===== config.mk =====
export PLATFORM = sky130hd
export DESIGN_NAME = win_framer
export DESIGN_NICKNAME = d
export VERILOG_FILES = /design/src/rtl/win_pkg.sv /design/src/rtl/win_framer.sv
export SDC_FILE = /design/constraint.sdc
export NUM_CORES = 1
export LEC_CHECK = 0
export CORE_MARGIN = 8
export CORE_UTILIZATION = 44
export DETAILED_ROUTE_END_ITERATION = 8
export GPL_ROUTABILITY_DRIVEN = 0
export PLACE_DENSITY = 0.79
export SLEW_MARGIN = 25
export SYNTH_ARGS = -nofsm -noshare
export SYNTH_HDL_FRONTEND = slang
export SYNTH_SLANG_ARGS = --single-unit

===== constraint.sdc =====
create_clock -name clk -period 2.15 [get_ports clk]
set_clock_uncertainty 0.05 [all_clocks]
set_input_delay 0.43 -clock clk [delete_from_list [all_inputs] [get_ports clk]]
set_output_delay 0.43 -clock clk [all_outputs]
set_load 0.01 [all_outputs]

===== src/rtl/win_pkg.sv =====
// Shared types and defaults for the window framer and the window block it feeds.
// Shared by win_framer and its bench.
package win_pkg;

  localparam int DwidthDef = 16;
  localparam int NwinDef   = 32;
  localparam int IwidthDef = 5;

  typedef struct packed {
    logic [DwidthDef-1:0] re;
    logic [DwidthDef-1:0] im;
  } cplx_t;

  typedef logic [IwidthDef-1:0] win_idx_t;

  typedef enum logic [1:0] {
    IDLE = 2'd0,
    RUN  = 2'd1,
    GAP  = 2'd2
  } state_t;

endpackage


===== src/rtl/win_framer.sv =====
// Frames a valid/ready complex sample stream into indexed windows of Nwin samples.
// Optional macro WIN_FRAMER_TESTPAT_EN adds a testpat input that substitutes an index ramp.
module win_framer
  import win_pkg::*;
#(
  parameter int Dwidth = DwidthDef,
  parameter int Nwin   = NwinDef,
  parameter int Iwidth = IwidthDef,
  parameter int Ngap   = 0
) (
  input  logic              clk,
  input  logic              resetn,
  input  logic              enable,
`ifdef WIN_FRAMER_TESTPAT_EN
  input  logic              testpat,
`endif
  input  logic              s_valid,
  output logic              s_ready,
  input  logic [Dwidth-1:0] s_real,
  input  logic [Dwidth-1:0] s_imag,
  output logic              dv_out,
  output logic [Iwidth-1:0] index_out,
  output logic [Dwidth-1:0] dout_real,
  output logic [Dwidth-1:0] dout_imag,
  output logic              frame_done,
  output logic [15:0]       frame_cnt,
  output logic              busy
);

  localparam int GW = (Ngap > 1) ? $clog2(Ngap) : 1;

  state_t            r_state;
  logic [Iwidth-1:0] r_idx;
  logic [GW-1:0]     r_gap;
  logic              r_dv;
  logic [Iwidth-1:0] r_index;
  logic [Dwidth-1:0] r_real;
  logic [Dwidth-1:0] r_imag;
  logic              r_done;
  logic [15:0]       r_cnt;

  logic              w_accept;
  logic              w_last;
  logic [Dwidth-1:0] w_din_real;
  logic [Dwidth-1:0] w_din_imag;

  assign s_ready  = (r_state == RUN);
  assign busy     = (r_state != IDLE);
  assign w_accept = s_valid && s_ready;
  assign w_last   = (r_idx == Iwidth'(Nwin - 1));

`ifdef WIN_FRAMER_TESTPAT_EN
  // Ramp places the index in the top bits so it spans the full signed range.
  logic [Dwidth-1:0] w_pat;
  assign w_pat      = Dwidth'(r_idx) << (Dwidth - Iwidth);
  assign w_din_real = testpat ? w_pat  : s_real;
  assign w_din_imag = testpat ? -w_pat : s_imag;
`else
  assign w_din_real = s_real;
  assign w_din_imag = s_imag;
`endif

  // enable is only looked at in IDLE and at frame end, so frames are never cut short.
  always_ff @(posedge clk or negedge resetn) begin
    if (!resetn) begin
      r_state <= IDLE;
      r_idx   <= '0;
      r_gap   <= '0;
      r_dv    <= 1'b0;
      r_index <= '0;
      r_real  <= '0;
      r_imag  <= '0;
      r_done  <= 1'b0;
      r_cnt   <= '0;
    end else begin
      r_dv   <= w_accept;
      r_done <= 1'b0;
      if (w_accept) begin
        r_index <= r_idx;
        r_real  <= w_din_real;
        r_imag  <= w_din_imag;
        r_idx   <= r_idx + Iwidth'(1);
      end
      case (r_state)
        IDLE: begin
          if (enable) begin
            r_state <= RUN;
            r_idx   <= '0;
          end
        end
        RUN: begin
          if (w_accept && w_last) begin
            r_done <= 1'b1;
            r_cnt  <= r_cnt + 16'd1;
            if (Ngap > 0) begin
              r_state <= GAP;
              r_gap   <= GW'(Ngap - 1);
            end else if (!enable) begin
              r_state <= IDLE;
            end
          end
        end
        GAP: begin
          if (r_gap == '0) begin
            r_state <= enable ? RUN : IDLE;
          end else begin
            r_gap <= r_gap - GW'(1);
          end
        end
        default: r_state <= IDLE;
      endcase
    end
  end

  assign dv_out     = r_dv;
  assign index_out  = r_index;
  assign dout_real  = r_real;
  assign dout_imag  = r_imag;
  assign frame_done = r_done;
  assign frame_cnt  = r_cnt;

endmodule


==> flow_results.org <==
** Status
- Outcome :: completed

** Detailed routing
- Residual DRC :: 0
- Total wire length after detailed routing :: about 5700 um
- Average via count per standard cell :: 4.864
- The routed layout has approximately 1,700 vias.
- Pre-antenna DRT Iters :: 4
- After detailed routing, the average wire length per cell comes to about 16 um.
- The detailed router finished its first iteration with 23 violations.
- Routed Antenna Nets :: 0

** Timing
- For the final routed database, the setup TNS stands at 0 ns.
- Slew margin rel. :: 0.5867
- The number of pins with negative max-slew slack in the final report came to 0.
- RSZ-0062 raised after global routing :: no
- Final worst slack :: ~0.18 ns
- Transition at the pin with the smallest max-transition slack :: approximately 0.62 ns
- Highest achievable clock rate :: approximately 510 MHz
- Part of the cycle the worst path needs :: 0.9157
- Hold timing on the final database bottoms out at a slack of around 0.06 ns.
- The worst path needs 1.969 ns of the cycle, external delays included.
- Final setup viols :: 0
- The final number of hold-violating endpoints was 0.

** Global route
- The number of global-route vias before repair was approximately 1,800.
- The number of antenna violations at the first check in global routing was 0.
- Entering global routing, the biggest net connects 36 pins.
- Overflow left after global routing :: 0
- In the global route stage, overall resource usage came out at 0.1419.
- Wire length of the first global-routing pass :: ~9500 um

** Synth
- Yosys attributes the largest share of cell area to sky130_fd_sc_hd__dfrtp_1, sky130_fd_sc_hd__mux2_2, sky130_fd_sc_hd__xor2_1.
- Syn nets :: 218
- Number of different library cells in the post-synthesis netlist :: 27
- After synthesis the netlist holds a flip-flop and latch count of a little over 60.
- sky130_fd_sc_hd__dfrtp_1 takes more of the synthesized area than any other cell.
- Among all flip-flop cells after synthesis, the most frequent one is sky130_fd_sc_hd__dfrtp_1.
- Averaged over all synthesized cells, the footprint is 13.90 sq um.
- In this run the cell area of the synthesized design comes to 2489 sq um.
- Synth Warn # :: 0
- Synthesized netlist cell count :: between 150 and 200
- Post-synthesis sequential area ratio :: 0.6134
- Of all flip-flops after synthesis, the portion carrying an async set or reset was 1.000.
- Post-synth EDFFs :: 0
- Area share of the leading cell type in the synthesized netlist :: 0.6134

** Clock network
- The H-tree was split into 3 levels.
- Later-pin clock latency in the skew report :: 0.32 ns
- Clock tree synthesis selected as its root buffer the cell sky130_fd_sc_hd__clkbuf_8.
- CTS saw just over 60 sinks.
- The longest clock path from root to sink contains 2 buffers.
- Total of hold buffers inserted after clock tree synthesis :: 0
- TritonCTS built the clock tree.
- Clock transition at the register clock pins on the worst setup and hold paths after CTS :: ~0.070 ns
- Number of clock buffers inserted by TritonCTS :: 9

** Place
- Summing all placed instances gives a cell area of approximately 3500 sq um.
- Once detailed placement completed, the half-perimeter wirelength came to between 4000 and 5000 um.
- Number of port buffers :: between 90 and 100
- Including well taps, the total number of placed cells is around 340.
- Worst slack after detailed placement :: slightly above 0.08 ns

** Setup path
- Of all nets on the critical path, the largest fanout is 5.
- Startpoint types :: flip-flop
- At the worst endpoint, the arrival time is roughly 2.2 ns.
- STA classifies the critical path endpoint as a flip-flop.
- For the worst setup path, the data required time is ~2.4 ns.
- CP Class :: reg -> reg

** Floorplan
- For this design the top-level I/O count stands at 93.
- Total die area :: about 8300 sq um
- The initial utilization of the core area, before any placement, comes to 0.4547.
- DIE HEIGHT :: between 90 and 100 um
- The floorplan step defined a core boundary enclosing about 5500 sq um.
- Die outline width :: slightly above 90 um
- Core Rows :: 27

** Final layout
- Number of diodes added for antenna fixing :: 0
- Commonest cells after routing, fill and taps aside :: sky130_fd_sc_hd__clkdlybuf4s50_1, sky130_fd_sc_hd__dfrtp_1, sky130_fd_sc_hd__mux2_2
- Core utilization of the finished layout :: 0.6783
- The area growth from synthesis to layout is 49.17%.
- Most common library cell in the layout ignoring fill and taps :: sky130_fd_sc_hd__clkdlybuf4s50_1
- The finished layout holds between 300 and 400 standard cells, fillers aside.
- In the final layout, the share of cells above drive strength 1 is 0.2404.
- With fillers left out, the area of the finished cells amounts to about 3700 sq um.
- Number of nets in the final layout :: between 300 and 400

** Pwr
- The analysis attributes to cell leakage a power of approximately 1.6 nW.
- Worst ir drop on vdd :: 0.6556 mV
- Dividing total power by cell area gives a power density of 854.0 nW/um^2.
- Overall power consumption after layout is estimated at ~3.2 mW.

** Flow run
- Across the run, the number of max-cap violations was 0.

** Min path
- Type of the tightest min-delay check :: in -> async
[cell usage after synthesis (2+ instances only)]
cell,instances
sky130_fd_sc_hd__nand2b_1,4
sky130_fd_sc_hd__and3_1,2
sky130_fd_sc_hd__buf_2,4
sky130_fd_sc_hd__o21ai_0,4
sky130_fd_sc_hd__nand3_1,4
sky130_fd_sc_hd__mux2_2,40
sky130_fd_sc_hd__dfrtp_1,61
sky130_fd_sc_hd__inv_1,4
sky130_fd_sc_hd__ha_1,3
sky130_fd_sc_hd__xnor2_1,7
sky130_fd_sc_hd__xor2_1,11
sky130_fd_sc_hd__nand2_1,9
sky130_fd_sc_hd__buf_4,2
sky130_fd_sc_hd__nand4_1,3
sky130_fd_sc_hd__nor2_1,9
[power breakdown]
group	internal, mW	switching (mW)	leakage [nW]
registers	1.33	0.135	0.739
logic	0.514	0.292	0.792
clock network	0.475	0.425	0.0921
total	2.32	0.853	1.62
[per-layer routing]
layer / vias to the layer above / routed length [um] / track usage
met5: - / 0 / 0
met4: 0 / 48 / 0.05321
met3: 7 / 407 / 0.05926
met2: 72 / 2521 / 0.2116
met1: 850 / 2772 / 0.1795
li1: 817 / - / -
[area by class of cell]
class,count,area (sq um)
Fill cell,428,1760
Sequential cell,61,1528
Timing Repair Buffer,99,993.5
Multi-Input combinational cell,106,904.6
Clock buffer,12,155.1
Tap cell,72,90.09
Clock inverter,4,22.52
Inverter,5,18.77
[flip-flops by register name (all words and copies together) (netlist names)]
signal and flops:
dv_out 1, frame_cnt 16, frame_done 1, r_state 1, index_out 5, r_idx 5, dout_real 16, dout_imag 16
[path summary, 6_finish.rpt]
kind,slack (ns),endpoint,startpoint,cells past startpoint
worst max-delay path,0.18,frame_cnt[14],r_idx[0],7
worst min-delay path,0.06,dout_imag[0],resetn,1
min in group clk,0.42,frame_cnt[15],frame_cnt[15],1
max in group asynchronous,1.39,frame_cnt[6],resetn,2
worst min register to register,0.42,frame_cnt[15],frame_cnt[15],1
worst max register to register,0.18,frame_cnt[14],r_idx[0],7
[cells by family after synthesis]
kind of cell | Yosys count | share of synthesized area
AO/OA/AOI/OAI | 6 | 0.01458
XOR/XNOR | 18 | 0.06335
adder cells (fa/ha/maj) | 3 | 0.01508
buffers and inverters | 12 | 0.02312
flip-flops | 61 | 0.6134
multiplexers | 40 | 0.1810
AND/OR/NAND/NOR | 39 | 0.08949
[repair_timing]
item | 4_1_cts | 5_1_grt
setup endpoints to repair | 0 | 4
buffers inserted | 0 | 2
gates resized for setup | 0 | 1
[critical path, cell delays in order (launching register included)]
cell and delay [ns]:
sky130_fd_sc_hd__dfrtp_1 0.40, sky130_fd_sc_hd__ha_1 0.18, sky130_fd_sc_hd__and3_1 0.16, sky130_fd_sc_hd__ha_1 0.22, sky130_fd_sc_hd__nand3_4 0.07, sky130_fd_sc_hd__or3_1 0.48
sky130_fd_sc_hd__nor3_2 0.21, sky130_fd_sc_hd__xnor2_1 0.13
Note: power is estimated with default switching activity, not from simulation.
